<file path="src/rtl/imm_gen_pipe.sv">
// Pipelined RV32I/RV64I immediate generator with format auto-decode and a 2-entry output buffer.
// Latency 1 cycle; in_ready is registered (count < 2) and never depends combinationally on out_ready.
module imm_gen_pipe #(
   parameter int XLEN        = 32,
   parameter bit AUTO_DECODE = 1'b1,
   parameter int TAG_W       = 5
) (
   input  logic             clk,
   input  logic             reset,
   input  logic             flush,
   input  logic             in_valid,
   output logic             in_ready,
   input  logic [31:0]      in_instr,
   input  logic [2:0]       in_immsrc,
   input  logic [TAG_W-1:0] in_tag,
   output logic             out_valid,
   input  logic             out_ready,
   output logic [XLEN-1:0]  out_immext,
   output logic [2:0]       out_fmt,
   output logic             out_illegal,
   output logic [TAG_W-1:0] out_tag
);

   localparam logic [2:0] FMT_SHAMT = 3'd0;
   localparam logic [2:0] FMT_I     = 3'd1;
   localparam logic [2:0] FMT_S     = 3'd2;
   localparam logic [2:0] FMT_B     = 3'd3;
   localparam logic [2:0] FMT_U     = 3'd4;
   localparam logic [2:0] FMT_J     = 3'd5;
   localparam logic [2:0] FMT_ZIMM  = 3'd6;
   localparam logic [2:0] FMT_RSVD  = 3'd7;

   typedef struct packed {
      logic [XLEN-1:0]  imm;
      logic [2:0]       fmt;
      logic             ill;
      logic [TAG_W-1:0] tag;
   } entry_t;

   logic [6:0]      w_opcode;
   logic [2:0]      w_funct3;
   logic [2:0]      w_fmt;
   logic            w_zero_imm;
   logic            w_shamt5;
   logic            w_sext;
   logic [31:0]     w_imm32;
   logic [XLEN-1:0] w_ext;
   entry_t          w_new;

   assign w_opcode = in_instr[6:0];
   assign w_funct3 = in_instr[14:12];

   // funct3 001/101 are the shift-immediate forms.
   always_comb begin
      w_fmt      = FMT_RSVD;
      w_zero_imm = 1'b0;
      w_shamt5   = 1'b0;
      if (AUTO_DECODE) begin
         case (w_opcode)
            7'b0010011: w_fmt = (w_funct3[1:0] == 2'b01) ? FMT_SHAMT : FMT_I;
            7'b0011011: begin
               if (XLEN == 64) begin
                  w_fmt    = (w_funct3[1:0] == 2'b01) ? FMT_SHAMT : FMT_I;
                  w_shamt5 = 1'b1;
               end
            end
            7'b0000011, 7'b1100111: w_fmt = FMT_I;
            7'b0100011: w_fmt = FMT_S;
            7'b1100011: w_fmt = FMT_B;
            7'b0110111, 7'b0010111: w_fmt = FMT_U;
            7'b1101111: w_fmt = FMT_J;
            7'b1110011: w_fmt = w_funct3[2] ? FMT_ZIMM : FMT_I;
            7'b0110011: begin
               w_fmt      = FMT_SHAMT;
               w_zero_imm = 1'b1;
            end
            default: w_fmt = FMT_RSVD;
         endcase
      end else begin
         w_fmt = in_immsrc;
      end
   end

   always_comb begin
      w_imm32 = 32'd0;
      w_sext  = 1'b1;
      case (w_fmt)
         FMT_SHAMT: begin
            w_imm32 = {26'd0, (XLEN == 64) && !w_shamt5 && in_instr[25], in_instr[24:20]};
            w_sext  = 1'b0;
         end
         FMT_I:    w_imm32 = {{20{in_instr[31]}}, in_instr[31:20]};
         FMT_S:    w_imm32 = {{20{in_instr[31]}}, in_instr[31:25], in_instr[11:7]};
         FMT_B:    w_imm32 = {{19{in_instr[31]}}, in_instr[31], in_instr[7],
                              in_instr[30:25], in_instr[11:8], 1'b0};
         FMT_U:    w_imm32 = {in_instr[31:12], 12'd0};
         FMT_J:    w_imm32 = {{11{in_instr[31]}}, in_instr[31], in_instr[19:12],
                              in_instr[20], in_instr[30:21], 1'b0};
         FMT_ZIMM: begin
            w_imm32 = {27'd0, in_instr[19:15]};
            w_sext  = 1'b0;
         end
         default:  w_imm32 = 32'd0;
      endcase
   end

   assign w_ext = w_sext ? XLEN'($signed(w_imm32)) : XLEN'(w_imm32);

   always_comb begin
      w_new.imm = w_zero_imm ? '0 : w_ext;
      w_new.fmt = w_fmt;
      w_new.ill = (w_fmt == FMT_RSVD);
      w_new.tag = in_tag;
   end

   entry_t     r_ent0;
   entry_t     r_ent1;
   logic [1:0] r_count;
   logic       r_in_ready;
   logic       w_push;
   logic       w_pop;
   logic [1:0] w_cnt_after_pop;
   logic [1:0] w_cnt_next;

   assign in_ready        = r_in_ready;
   assign out_valid       = (r_count != 2'd0);
   assign w_push          = in_valid & r_in_ready;
   assign w_pop           = out_valid & out_ready;
   assign w_cnt_after_pop = r_count - {1'b0, w_pop};
   assign w_cnt_next      = w_cnt_after_pop + {1'b0, w_push};

   // r_ent0 is always the head; a push lands in the first free slot after the pop shift.
   always_ff @(posedge clk) begin
      if (reset) begin
         r_ent0     <= '0;
         r_ent1     <= '0;
         r_count    <= 2'd0;
         r_in_ready <= 1'b0;
      end else if (flush) begin
         r_ent0     <= '0;
         r_ent1     <= '0;
         r_count    <= 2'd0;
         r_in_ready <= 1'b1;
      end else begin
         if (w_pop) begin
            r_ent0 <= r_ent1;
         end
         if (w_push) begin
            if (w_cnt_after_pop == 2'd0) begin
               r_ent0 <= w_new;
            end else begin
               r_ent1 <= w_new;
            end
         end
         r_count    <= w_cnt_next;
         r_in_ready <= (w_cnt_next != 2'd2);
      end
   end

   assign out_immext  = r_ent0.imm;
   assign out_fmt     = r_ent0.fmt;
   assign out_illegal = r_ent0.ill;
   assign out_tag     = r_ent0.tag;

endmodule

</file>
<file path="config.mk">
export PLATFORM = sky130hd
export DESIGN_NAME = imm_gen_pipe
export DESIGN_NICKNAME = d
export VERILOG_FILES = /design/src/rtl/imm_gen_pipe.sv
export SDC_FILE = /design/constraint.sdc
export NUM_CORES = 1
export LEC_CHECK = 0
export ABC_AREA = 0
export CORE_MARGIN = 2
export CORE_UTILIZATION = 39
export CTS_CLUSTER_DIAMETER = 50
export CTS_CLUSTER_SIZE = 14
export DETAILED_ROUTE_END_ITERATION = 7
export HOLD_SLACK_MARGIN = 0.06
export PLACE_DENSITY = 0.76
export SYNTH_ARGS = -nofsm -noshare
export SYNTH_HDL_FRONTEND = slang
export SYNTH_SLANG_ARGS = --single-unit
</file>
<file path="constraint.sdc">
create_clock -name clk -period 8.45 [get_ports clk]
set_clock_uncertainty 0.1 [all_clocks]
set_input_delay 0.845 -clock clk [delete_from_list [all_inputs] [get_ports clk]]
set_output_delay 0.845 -clock clk [all_outputs]
set_load 0.05 [all_outputs]
</file>
==> impl_metrics.csv, run 1 <==
group,metric,value,unit
setup_path,critPathMaxFanout,49,
global_routing,antenna_found_initial,0,
synth,ys.flop_type,"dfxtp_1",
layout,finalCoreUtilization,50.2,%
place,place_congestion,0.843,
layout,final_cell_mix,"dfxtp_1 (85), clkdlybuf4s50_1 (84), nand2_1 (45)",
global_routing,grt.busiest_layer,"met2",
global_routing,grt.met2_usage,33.5,%
global_routing,track_usage,19.9,%
synth,ys_seq_area_share,42.2,%
synth,syn_inst,430,
sta,drv_slew,0,
place,place_ws,3170,ps
cts,hold_buffers,0,
global_routing,grt_pass1_wl,17800,um
run_status,status,"finished clean",
synth,yosysWarnings,0,
cts,cts_resized,0,
setup_path,path_class,"in -> reg",
place,io_buffers,84,
layout,num-fill-cells,958,
drt,via_per_inst,5.76,
synth,synthArstFlopShare,0,%
synth,synthesis.area,0.00403,mm2
layout,multi_input_area,0.00213,mm2
die,die_h,106,um
layout,drive_gt1_share,9.58,%
layout,layoutNonFillerInstCount,637,
sta,finalSetupViolations,0,
layout,seq_area,0.00170,mm2
setup_path,end_kind,"flop",
cts,worstSkewPairLatency,370,ps
setup_path,worstPathRequired,8560,ps
layout,area_growth,27.0,%
sta,timing.final.crit_share,57.3,%
sta,fin_setup_tns,0,ps
sta,setup_ws,3600,ps
drt,first_pass_iters,5,
synth,synth.distinct_cells,61,
drt,final_antenna_net_count,0,
place,dp_hpwl,7220,um
cts,cts_root_buf,"clkbuf_8",
hold_path,min_path_type,"reg -> reg",
sta,hold_viol,0,
drt,drt_iter0_markers,282,
cts,numCtsBuffers,9,
die,start_util,39.5,%
power_and_ir_drop,leakage,0.00198,uW
global_routing,grt_overflow,0,
die,rows,37,
sta,max_slew_margin,28.8,%
synth,syn_avg_cell_area,9.37,um2
place,place_inst,621,
cts,post-cts-setup-buffers,0,
sta,worst_pin_slew,1070,ps
die,coreArea,0.0102,mm2
setup_path,cp_data_arrival_time,4960,ps
cts,htree_levels,3,
die,chipWidth,106,um
power_and_ir_drop,ir_drop,0.0000868,V
synth,ys_ff_latch,85,
synth,synth_edf_count,0,
layout,antenna_cells,0,
power_and_ir_drop,power_density,164,mW/mm2
die,dieArea,0.0112,mm2
synth,synth_fp_nets,477,
drt,drt_wl_total,10800,um
sta,max_freq,206,MHz
global_routing,grt_use_met3,4.95,%
sta,whs,358,ps
setup_path,worstSetupStartpointType,"input pin",
drt,routed-via-count,3667,
die,io_pins,88,
cts,cts.clk_slew.worst_paths,100,ps
cts,cts_tree,"yes",
flow_run,cap_violations,0,
drt,routedWlPerCell,17.0,um
global_routing,grt_pass1_vias,3636,
global_routing,grt_util_met1,25.0,%
global_routing,grt_max_degree,50,
cts,clock-sinks,85,
layout,final_common_cell,"dfxtp_1",
drt,drcViolationCount,0,
cts,ctsLongestPathBuffers,2,
sta,rsz0062_at_grt,"false",
sta,layout_min_cycle_time,4850,ps
layout,final_nets,543,
==> worst paths after layout <==
kind | start | to | slack (ps) | cells past startpoint
min reg2reg | r_ent1[3]$_SDFFE_PP0P_ | r_ent1[3]$_SDFFE_PP0P_ | 360 | 2
max reg2reg | r_count[1]$_SDFF_PP0_ | out_immext[11]$_SDFF_PP0_ | 4070 | 8
max | out_ready | out_immext[11]$_SDFF_PP0_ | 3600 | 9
min | r_ent1[3]$_SDFFE_PP0P_ | r_ent1[3]$_SDFFE_PP0P_ | 360 | 2
==> synthesized netlist by cell type, types with 4 or more instances <==
master	count	area [um2]
a21o_1	5	37.5
a21oi_1	35	175
a221oi_1	10	87.6
a221oi_2	10	150
a22o_1	15	131
a311oi_1	7	61.3
a31oi_1	11	68.8
and3_1	5	31.3
buf_2	7	35.0
clkbuf_1	21	78.8
dfxtp_1	85	1700
inv_1	10	37.5
mux2i_1	30	300
nand2_1	45	169
nand2b_1	4	25.0
nor2_1	16	60.1
nor3_1	4	20.0
o211ai_1	6	45.0
o21ai_0	28	140
o21ai_1	4	20.0
o2bb2ai_1	6	52.6
==> critical path: stages <==
cell and delay [ps]:
clkdlybuf4s50_1 440, o21ai_4 70, buf_4 550, clkinv_1 460, ha_1 460, inv_1 80, or3_2 940, a21oi_2 870
a221oi_1 220
==> routing by layer <==
metal,wire length (um),part of all wire (%),vias up
li1,-,-,1752
met1,4730,44,1744
met2,5180,48,153
met3,790,7.3,18
met4,142,1.3,0
met5,0,0,-
==> registers in the layout, summed over array words and instances (netlist names) <==
name	flops
r_ent1	41
out_immext	32
out_tag	5
out_fmt	3
r_count	2
in_ready	1
out_illegal	1
==> stage by stage <==
stage	total power, uW	area, um2
6_report	841	5120
5_1_grt	871	5120
4_1_cts	843	5120
3_5_place_dp	569	4930
3_3_place_gp	566	4930
2_1_floorplan	516	4030
==> cells by family after synthesis <==
family | synth area share [%]
buffers and inverters | 4.97
AO/OA/AOI/OAI | 30.0
XOR/XNOR | 0.652
adder cells (fa/ha/maj) | 0.621
AND/OR/NAND/NOR | 13.2
multiplexers | 8.29
flip-flops | 42.2
==> where the power goes <==
group          total (uW)  switching, uW  internal [uW]  leakage, uW
clock                 280            161            119    0.0000914
sequential            417           6.09            411     0.000688
combinational         144           91.2           53.0      0.00120
total                 841            258            583      0.00198
==> cell type report <==
type / count / share of cell area [%]
multi-input combinational: 300 / 41.7
sequential: 85 / 33.3
clock buffer: 10 / 2.69
clock inverter: 6 / 1.03
inverter: 11 / 0.807
tap: 136 / 3.33
timing repair buffer: 89 / 17.2
Power figures use the tool's default switching activity.
==> run 2, diff against run 1 <==
Clock period 8.45 ns to 5 ns, I/O delays scaled along.
==> impl_metrics.csv, run 2 (synthesized netlist as in run 1, its figures left out) <==
group,metric,value,unit
drt,via_per_inst,5.71,
global_routing,grt_max_degree,44,
cts,ctsLongestPathBuffers,2,
drt,routed-via-count,3640,
die,die_h,106,um
die,rows,37,
die,coreArea,0.0102,mm2
cts,clock-sinks,85,
setup_path,path_class,"in -> reg",
sta,max_freq,300,MHz
global_routing,grt_pass1_vias,3495,
setup_path,r2r_slack,1790,ps
drt,drcViolationCount,0,
sta,hold_viol,0,
layout,top_register,"r_ent1",
power_and_ir_drop,seq_power_share,48.8,%
cts,cts.clk_slew.worst_paths,90,ps
global_routing,grt.busiest_layer,"met2",
cts,hold_buffers,0,
sta,worst_pin_slew,1070,ps
sta,timing.final.crit_share,66.7,%
layout,final_nets,545,
setup_path,cp_data_arrival_time,3430,ps
sta,layout_min_cycle_time,3330,ps
cts,htree_levels,3,
drt,first_pass_iters,5,
flow_run,cap_violations,0,
global_routing,grt_pass1_wl,17500,um
layout,final_common_cell,"dfxtp_1",
global_routing,antenna_found_initial,0,
sta,rsz0062_at_grt,"false",
sta,fin_setup_tns,0,ps
power_and_ir_drop,pwr-share-comb,17.1,%
setup_path,critPathMaxFanout,13,
layout,area_growth,27.5,%
drt,drt_wl_total,10800,um
run_status,status,"finished clean",
sta,max_slew_margin,28.6,%
global_routing,grt.met2_usage,32.5,%
power_and_ir_drop,power_density,281,mW/mm2
die,dieArea,0.0112,mm2
power_and_ir_drop,ir_drop,0.000156,V
cts,cts_root_buf,"clkbuf_8",
setup_path,worstPathRequired,5090,ps
global_routing,grt_use_met3,4.51,%
hold_path,min_path_type,"reg -> reg",
die,chipWidth,106,um
setup_path,worstSetupStartpointType,"input pin",
power_and_ir_drop,pwr-share-clk,34.2,%
cts,worstSkewPairLatency,360,ps
drt,routedWlPerCell,16.9,um
place,dp_hpwl,7370,um
power_and_ir_drop,internal-power,1020,uW
cts,cts_tree,"yes",
sta,finalSetupViolations,0,
layout,final_cell_mix,"dfxtp_1 (85), clkdlybuf4s50_1 (84), nand2_1 (45)",
layout,drive_gt1_share,9.76,%
power_and_ir_drop,leakage,0.00199,uW
power_and_ir_drop,p_sw,425,uW
cts,numCtsBuffers,9,
setup_path,max_stage_delay,770,ps
global_routing,track_usage,19.6,%
layout,antenna_cells,0,
place,place_congestion,0.827,
power_and_ir_drop,switching_share,29.5,%
global_routing,grt_overflow,0,
sta,drv_slew,0,
cts,post-cts-setup-buffers,0,
drt,final_antenna_net_count,0,
setup_path,cpMaxStageDelayCell,"a21oi_2",
place,io_buffers,84,
die,start_util,39.5,%
global_routing,grt_util_met1,24.9,%
setup_path,critical_path.cell_chain,"clkdlybuf4s50_1 -> o21ai_4 -> clkinv_1 -> ha_1 -> inv_1 -> or3_2 -> a21oi_2 -> a221oi_1",
layout,largest_reg_flops,41,
setup_path,end_kind,"flop",
die,io_pins,88,
drt,drt_iter0_markers,206,
layout,finalCoreUtilization,50.4,%
cts,cts_resized,0,
## run 2: layout make-up
type | instances | area, um2
sequential | 85 | 1700
multi-input combinational | 300 | 2130
timing repair buffer | 91 | 893
clock buffer | 9 | 124
fill | 965 | 5050
clock inverter | 6 | 71.3
inverter | 11 | 41.3
tap | 136 | 170
## run 2: per-layer routing
metal  vias to the layer above  wire [um]
met5                         -          0
met4                         0        159
met3                        12        703
met2                       135       5140
met1                      1736       4770
li1                       1757          -
## run 2: power by group through the flow
| stage | clock network (uW) | logic [uW] | registers, uW |
|---|---|---|---|
| after floorplan | 0 | 112 | 759 |
| after global placement | 0 | 240 | 719 |
| after detailed placement | 0 | 244 | 720 |
| after CTS | 503 | 245 | 704 |
| after global routing | 525 | 262 | 706 |
| final | 493 | 246 | 704 |
## run 2: final timing paths
path,depth (start not counted),from,to
worst max-delay path,8,out_ready,out_immext[11]$_SDFF_PP0_
worst min-delay path,2,r_ent1[2]$_SDFFE_PP0P_,r_ent1[2]$_SDFFE_PP0P_
worst max register to register,7,r_count[1]$_SDFF_PP0_,out_immext[11]$_SDFF_PP0_
worst min register to register,2,r_ent1[2]$_SDFFE_PP0P_,r_ent1[2]$_SDFFE_PP0P_
## run 2: worst max-delay path, delay by kind of cell
| family | cells | cell delay (ps) |
|---|---|---|
| buffers and inverters | 3 | 770 |
| AO/OA/AOI/OAI | 3 | 1080 |
| AND/OR/NAND/NOR | 1 | 660 |
| adder cells (fa/ha/maj) | 1 | 410 |
## run 2: per-stage QoR
step / total power, uW / hold WS [ps] / worst slack (ps) / std cells / instance area, um2
after CTS: 1450 / 360 / 1670 / 638 / 5140
after global placement: 959 / 342 / 1360 / 623 / 4940
after global routing: 1490 / 376 / 1450 / 638 / 5140
after floorplan: 872 / 334 / 2170 / 430 / 4030
after detailed placement: 964 / 347 / 1290 / 623 / 4940
final: 1440 / 360 / 1670 / 638 / 5140
